**config.mk**
```make
export PLATFORM = sky130hd
export DESIGN_NAME = stream_demux_1to2
export DESIGN_NICKNAME = d
export VERILOG_FILES = /design/src/rtl/stream_demux_pkg.sv /design/src/rtl/skid_fifo2.sv /design/src/rtl/stream_demux_1to2.sv
export SDC_FILE = /design/constraint.sdc
export NUM_CORES = 1
export LEC_CHECK = 0
export CORE_MARGIN = 2
export CORE_UTILIZATION = 35
export DETAILED_ROUTE_END_ITERATION = 8
export DONT_BUFFER_PORTS = 1
export MAX_ROUTING_LAYER = met4
export PLACE_DENSITY = 0.6
export SETUP_SLACK_MARGIN = 0.2
export SLEW_MARGIN = 20
export SYNTH_ARGS = -nofsm -noshare
export SYNTH_HDL_FRONTEND = slang
export SYNTH_SLANG_ARGS = --single-unit
```
**constraint.sdc**
```tcl
create_clock -name clk -period 1.55 [get_ports clk]
set_input_delay 0 -clock clk [delete_from_list [all_inputs] [get_ports clk]]
set_output_delay 0 -clock clk [all_outputs]
set_load 0.01 [all_outputs]
```
**src/rtl/stream_demux_pkg.sv**
```systemverilog
// Shared types and constants for the 1:2 stream demultiplexer and its skid buffers.
package stream_demux_pkg;

    typedef enum logic {DEST_OUT0 = 1'b0, DEST_OUT1 = 1'b1} dest_e;

    localparam int SKID_DEPTH = 2;
    localparam int CNT_W      = $clog2(SKID_DEPTH + 1);
    localparam logic [CNT_W-1:0] SKID_FULL = CNT_W'(SKID_DEPTH);

    function automatic logic [CNT_W-1:0] next_count(input logic [CNT_W-1:0] count,
                                                    input logic push,
                                                    input logic pop);
        next_count = count + CNT_W'(push) - CNT_W'(pop);
    endfunction

endpackage

```
**src/rtl/skid_fifo2.sv**
```systemverilog
// Two-entry skid FIFO: head register feeds the consumer, tail catches the beat
// that arrives while the head is still stalled.
module skid_fifo2
    import stream_demux_pkg::*;
#(
    parameter int WIDTH = 8
) (
    input  logic             clk,
    input  logic             rst,
    input  logic             push,
    input  logic [WIDTH-1:0] push_data,
    input  logic             pop,
    output logic [WIDTH-1:0] head_data,
    output logic [CNT_W-1:0] count
);

    logic [WIDTH-1:0] head_q;
    logic [WIDTH-1:0] tail_q;
    logic [CNT_W-1:0] count_q;

    always_ff @(posedge clk) begin
        if (rst) begin
            head_q  <= '0;
            tail_q  <= '0;
            count_q <= '0;
        end else begin
            count_q <= next_count(count_q, push, pop);
            if (push && pop) begin
                // Head leaves; the new beat lands behind whatever remains.
                if (count_q == SKID_FULL) begin
                    head_q <= tail_q;
                    tail_q <= push_data;
                end else begin
                    head_q <= push_data;
                end
            end else if (pop) begin
                head_q <= tail_q;
            end else if (push) begin
                if (count_q == '0) begin
                    head_q <= push_data;
                end else begin
                    tail_q <= push_data;
                end
            end
        end
    end

    assign head_data = head_q;
    assign count     = count_q;

    a_count_bound: assert property (@(posedge clk) disable iff (rst) count_q <= SKID_FULL);
    a_push_room:   assert property (@(posedge clk) disable iff (rst)
                                    push |-> ((count_q < SKID_FULL) || pop));

endmodule

```
**src/rtl/stream_demux_1to2.sv**
```systemverilog
// 1:2 valid/ready stream demux with a registered in_ready and a skid FIFO per output.
// Define STREAM_DEMUX_PKT_LOCK_EN to hold the destination for a whole in_last-delimited packet.
module stream_demux_1to2
    import stream_demux_pkg::*;
#(
    parameter int WIDTH = 8
) (
    input  logic             clk,
    input  logic             rst,
    input  logic             in_valid,
    output logic             in_ready,
    input  logic [WIDTH-1:0] in_data,
    input  logic             in_sel,
    input  logic             in_last,
    output logic             out0_valid,
    input  logic             out0_ready,
    output logic [WIDTH-1:0] out0_data,
    output logic             out1_valid,
    input  logic             out1_ready,
    output logic [WIDTH-1:0] out1_data
);

    logic [CNT_W-1:0] count0, count1;
    logic [CNT_W-1:0] count0_next, count1_next;
    logic             accept, push0, push1, pop0, pop1;
    logic             in_ready_q, room_next;
    logic             next_sel_known;
    dest_e            eff_sel, next_sel;

    assign in_ready    = in_ready_q && !rst;
    assign accept      = in_valid && in_ready;
    assign push0       = accept && (eff_sel == DEST_OUT0);
    assign push1       = accept && (eff_sel == DEST_OUT1);
    assign out0_valid  = (count0 != '0);
    assign out1_valid  = (count1 != '0);
    assign pop0        = out0_valid && out0_ready;
    assign pop1        = out1_valid && out1_ready;
    assign count0_next = next_count(count0, push0, pop0);
    assign count1_next = next_count(count1, push1, pop1);

`ifdef STREAM_DEMUX_PKT_LOCK_EN
    logic  first_q;
    dest_e lock_sel_q;

    always_ff @(posedge clk) begin
        if (rst) begin
            first_q    <= 1'b1;
            lock_sel_q <= DEST_OUT0;
        end else if (accept) begin
            first_q <= in_last;
            if (first_q) begin
                lock_sel_q <= dest_e'(in_sel);
            end
        end
    end

    // Next beat's target is only known while a packet is still open.
    always_comb begin
        eff_sel        = first_q ? dest_e'(in_sel) : lock_sel_q;
        next_sel_known = accept ? !in_last : !first_q;
        next_sel       = (accept && first_q) ? dest_e'(in_sel) : lock_sel_q;
    end
`else
    logic unused_last;
    assign unused_last = in_last;

    always_comb begin
        eff_sel        = dest_e'(in_sel);
        next_sel_known = 1'b0;
        next_sel       = DEST_OUT0;
    end
`endif

    // Unknown next destination means both buffers must have room.
    always_comb begin
        room_next = (count0_next < SKID_FULL) && (count1_next < SKID_FULL);
        if (next_sel_known) begin
            room_next = (next_sel == DEST_OUT0) ? (count0_next < SKID_FULL)
                                                : (count1_next < SKID_FULL);
        end
    end

    always_ff @(posedge clk) begin
        if (rst) begin
            in_ready_q <= 1'b1;
        end else begin
            in_ready_q <= room_next;
        end
    end

    skid_fifo2 #(.WIDTH(WIDTH)) u_fifo0 (
        .clk       (clk),
        .rst       (rst),
        .push      (push0),
        .push_data (in_data),
        .pop       (pop0),
        .head_data (out0_data),
        .count     (count0)
    );

    skid_fifo2 #(.WIDTH(WIDTH)) u_fifo1 (
        .clk       (clk),
        .rst       (rst),
        .push      (push1),
        .push_data (in_data),
        .pop       (pop1),
        .head_data (out1_data),
        .count     (count1)
    );

endmodule

```
== Word level (Yosys, flattened, before mapping) ==
Index checks and enable logic that the tools add are counted.

* Register bits: 37
* Output and inout port bits: 19
* Logic and storage cells: 66

* Add/subtract/negate cells: 4
* $lt $le $gt $ge: 2
* Eq/ne operators: 8
* Multiplexer cells: 20
* Bitwise logic cells: 1
* Reductions and logical operators: 24

{| class="wikitable"
|+ Operator list
! cell !! count
|-
| $mux W8 || 20
|-
| $reduce_bool A3 Y1 || 4
|-
| $logic_and A1 B1 Y1 || 9
|-
| $ne A2 B2 Y1 const B || 4
|-
| $reduce_and A4 Y1 || 2
|-
| $reduce_bool A2 Y1 || 4
|-
| $add A2 B1 Y2 || 2
|-
| $eq A2 B2 Y1 const B || 2
|-
| $logic_not A2 Y1 || 2
|-
| $lt A2 B2 Y1 const B || 2
|-
| $ne A2 B1 Y1 const B || 2
|-
| $reduce_and A2 Y1 || 2
|-
| $sub A2 B1 Y2 || 2
|-
| $logic_not A1 Y1 || 1
|-
| $not A1 Y1 || 1
|}

== Depth between registers and ports, before layout ==
* Word-level depth: 8
* Gate-level depth with buffers: 8

== Cells and area by module ==
Synthesis repeated with hierarchy kept, for this count alone.

* Cell total of the unflattened synthesis: 176
* Area, all modules: 1737.9 µm²

{| class="wikitable"
|+ By module, submodules not included
! module !! times used !! cells each !! area an instance (µm²) !! sequential area each (µm²)
|-
| skid_fifo2 || 2 || 78 || 790.8 || 360.3
|-
| stream_demux_1to2 || 1 || 20 || 156.4 || 20.0
|}

== Least setup slack after synthesis ==
No wires, ideal clock.

* Path type: register to register
* From: reg u_fifo1.count_q[0] (netlist: u_fifo1.count[0])
* To: reg in_ready_q
* Library setup time: 0.122 ns
* Data arrival time: 1.441 ns
* Data required time: 1.428 ns
* Setup slack: -0.013 ns
* Cell stages (with the launch flop): 7
* Period minus slack after synthesis: 1.563 ns
* Cell sequence: dfxtp_1 -> or2_1 -> buf_6 -> and2_4 -> ha_1 -> o31ai_1 -> nor2_1

* Longest elaborated chain between the ends: 5
* Elaborated cells on any way between the ends: 6

{| class="wikitable"
|+ RTL lines
! item !! line !! text
|-
| from (decl) || skid_fifo2.sv:19 || <nowiki>logic [CNT_W-1:0] count_q;</nowiki>
|-
| from (signal assigned) || skid_fifo2.sv:27 || <nowiki>count_q <= next_count(count_q, push, pop);</nowiki>
|-
| $reduce_bool A2 Y1 || stream_demux_1to2.sv:35 || <nowiki>assign out1_valid = (count1 != '0);</nowiki>
|-
| named net out1_valid || stream_demux_1to2.sv:18 || <nowiki>output logic out1_valid,</nowiki>
|-
| $logic_and A1 B1 Y1 || stream_demux_1to2.sv:37 || <nowiki>assign pop1 = out1_valid && out1_ready;</nowiki>
|-
| $sub A2 B1 Y2 || stream_demux_pkg.sv:13 || <nowiki>next_count = count + CNT_W'(push) - CNT_W'(pop);</nowiki>
|-
| $lt A2 B2 Y1 || -- ||
|-
| $logic_and A1 B1 Y1 || stream_demux_1to2.sv:76 || <nowiki>room_next = (count0_next < SKID_FULL) && (count1_next < SKID_FULL);</nowiki>
|-
| to (signal assigned) || stream_demux_1to2.sv:87 || <nowiki>in_ready_q <= room_next;</nowiki>
|-
| to (decl) || stream_demux_1to2.sv:26 || <nowiki>logic in_ready_q, room_next;</nowiki>
|}

The timed path passes the listed nets, and every way through them passes these cells.
A chain may end at the register's enable or synchronous reset.

== Worst setup path after layout ==
* From: reg u_fifo1.count_q[1] (netlist: u_fifo1.count[1])
* To: reg in_ready_q

* Longest elaborated chain between the ends: 5
* Elaborated cells on any way between the ends: 6

{| class="wikitable"
|+ RTL lines
! item !! line
|-
| parallel branches: the longest is 2 deep, another holds $add A2 B1 Y2 || --
|-
| $sub A2 B1 Y2 (*) || stream_demux_pkg.sv:13
|-
| $lt A2 B2 Y1 (*) || --
|-
| $logic_and A1 B1 Y1 (*) || stream_demux_1to2.sv:76
|}

Mark *: on every way between the ends.

==> results.toml <==
[run_status]
status = "completed"

[global_route]
track_usage = 0.153
antenna_found_initial = 0
grt_overflow = 0
grt_pass1_vias = 1226
grt_max_degree = 28
grt_pass1_wl_mm = 5.78

[placed_design]
hpwl_mm = 2.45
dp_cells = 209
numPortBuffers = 0
gp_congestion = 0.727

[flow_run]
max-cap-violations = 0

[synthesis]
ys_seq_area_frac = 0.471
yosysTopAreaCell = "dfxtp_1"
netlist_instances = 160
yosys_warnings = 0
synth.avg_cell_area_um2 = 9.83
synth_cell_types = 35
synth_nets = 177
synth_area_um2 = 1570
synth-edff-count = 0
synth_area_leaders = "dfxtp_1 47%, mux2i_1 11%, nor2_1 8.1%"
synth_top_area_share = 0.471
ys_seq_elements = 37
async_reset_ff_frac = 0
synth_flop_cell = "dfxtp_1"

[floorplanning]
fp.dieW_um = 71.0
die-height_um = 71.0
rows = 24
dieArea_um2 = 5050
io_pins = 34
start_util = 0.361
core_region_area_um2 = 4350

[detailed_routing]
drt-total-wl_mm = 3.76
viasPerCell = 5.21
top_layer = "met4"
route.detailed.drc = 0
dr_wl_met2_mm = 1.88
met1Wirelength_mm = 1.63
routedWlPerCell_um = 16.1
drtPass1Iterations = 4
drtIter0Drc = 65
vias = 1219
ant_nets = 0
route.met3.wl_um = 218

[clock_network]
cts.sinks = 37
clk_path_buf_depth = 2
h-tree-depth = 2
clk_latency_ns = 0.28
cts_buffers = 5
cts_tree = "yes"
clk_pin_slew_ns = 0.07
clock-root-buffer = "clkbuf_8"

[timing]
finalSetupViolCount = 0
fin_tns_setup_ns = 0
final-max-slew-violation-count = 0
fin_crit_ns = 1.46
min_period_over_period = 0.940
finalHoldViolations = 0
max_freq_ghz = 0.686
slew_headroom = 0.293
worst_pin_slew_ns = 1.06
rsz0062_at_grt = "true"
skew_ns = 0.00458

[pwr]
power_frac_clock = 0.277
swShare = 0.308
seqPwrFrac = 0.441
switchingPower_mw = 0.885
pwr-share-comb = 0.282
leakage_nw = 0.904
power_density_nw_per_um2 = 1360
internal_power_mw = 1.99
ir_drop_mv = 0.484

[cells_and_area]
nNetsFinal = 199
diodes = 0
drive_gt1_frac = 0.313
seq_area_um2 = 754
multi_input_area_um2 = 927
area_growth_pct = 34.1
fillCellCount = 373
stdcell_count = 234

[worst_hold_path]
min_path_type = "in -> reg"

[setup_path]
cp-end-kind = "flop"
cp.required_ns = 1.72
cp-start-kind = "flop"
worstPathArrival_ns = 1.63
worstPathMaxFanout = 2
worstSetupPathType = "reg -> reg"
## synthesized netlist by cell type (all sizes together) (2+ instances only)
cell and number:
dfxtp 37, nand2 4, a21oi 10, buf 3, nor2 34, or2 2, clkbuf 3, ha 2
o221ai 8, o21ai 3, nand3 2, mux2i 17, nor2b 2, inv 10, o221a 8
## per-stage QoR
stage          cell area (um2)  utilization  power [mW]  setup slack (ns)  hold WS, ns
2_1_floorplan             1650            -        1.76            0.0103        0.144
3_3_place_gp              1700        0.391        1.83            0.0728       0.0531
3_5_place_dp              1700        0.391        1.86            0.0141       0.0535
4_1_cts                   2000        0.459        2.83            0.0601       0.0259
5_1_grt                   2110        0.484        3.02            0.0310       0.0231
6_report                  2110        0.484        2.88            0.0925       0.0164
## cell usage in the layout (no fill, tap or decap), types with 2 or more instances in the layout
cell type      instances
dfxtp_1               32
nor2_1                31
mux2i_1               17
dlygate4sd3_1         11
inv_1                 10
o221ai_2               8
o221a_1                7
buf_4                  6
a21oi_2                5
clkbuf_8               5
nand2_1                4
a21oi_1                4
nor2_2                 3
dfxtp_4                3
or2_4                  2
nor2b_1                2
o21ai_0                2
ha_4                   2
buf_12                 2
buf_6                  2
dfxtp_2                2
## sequential cells by signal, summed over array words and instances, names as in the netlist
signal	cells
u_fifo1.count	2
u_fifo0.tail_q	8
u_fifo0.head_data	8
in_ready_q	1
u_fifo1.head_data	8
u_fifo1.tail_q	8
u_fifo0.count	2
## final cells by class
| type | instances | share of cell area |
|---|---|---|
| clock inverters | 2 | 0.0166 |
| clock buffers | 5 | 0.0326 |
| inverters | 11 | 0.0196 |
| well taps | 52 | 0.0308 |
| flip-flops and latches | 37 | 0.358 |
| multi-input cells | 106 | 0.440 |
| repair buffers | 21 | 0.103 |
## cell families (layout without fill, tap and decap cells)
group | count (synthesis) | in the layout | share of synthesized area
AOI/OAI and AO/OA | 34 | 34 | 0.181
adders and majority gates | 2 | 2 | 0.0159
xor gates and xnor gates | 2 | 2 | 0.0111
muxes | 18 | 18 | 0.115
and+or+nand+nor | 50 | 50 | 0.154
DFF | 37 | 37 | 0.471
buffers and inverters | 17 | 39 | 0.0525
## final timing paths
check / startpoint / endpoint / slack, ns / depth (start not counted)
max: u_fifo1.count[1] / in_ready_q / 0.09 / 7
min: rst / u_fifo1.count[1] / 0.02 / 2
max reg2reg: u_fifo1.count[1] / in_ready_q / 0.09 / 7
min reg2reg: u_fifo1.tail_q[0] / u_fifo1.tail_q[0] / 0.50 / 2
## power by group through the flow
| stage | logic (mW) | registers, mW | clock network, mW |
|---|---|---|---|
| CTS | 0.746 | 1.26 | 0.825 |
| floorplan | 0.512 | 1.24 | 0 |
| finish | 0.809 | 1.27 | 0.797 |
| global placement | 0.555 | 1.27 | 0 |
| global route | 0.887 | 1.29 | 0.850 |
| detailed placement | 0.584 | 1.28 | 0 |
## critical path, cell delays in order (launching register included)
cell      delay (ns)
dfxtp_4         0.34
or2_4           0.24
and2_4          0.15
ha_4            0.16
xor2_4          0.15
o211ai_1        0.13
o31ai_2         0.10
nor2_1          0.07
## layer usage
| metal | vias to the layer above | GRT usage |
|---|---|---|
| met5 | - | - |
| met4 | 0 | 0.0650 |
| met3 | 4 | 0.0584 |
| met2 | 24 | 0.246 |
| met1 | 581 | 0.169 |
| li1 | 610 | - |
## repair_timing
action | in CTS | in global routing
endpoints found under the hold margin | 36 | 1
resized for setup | 14 | 16
setup endpoints to repair | 28 | 36
hold buffers | 9 | 2
pin swaps | 17 | 14
buffers inserted | 5 | 2
Power figures use the tool's default switching activity.
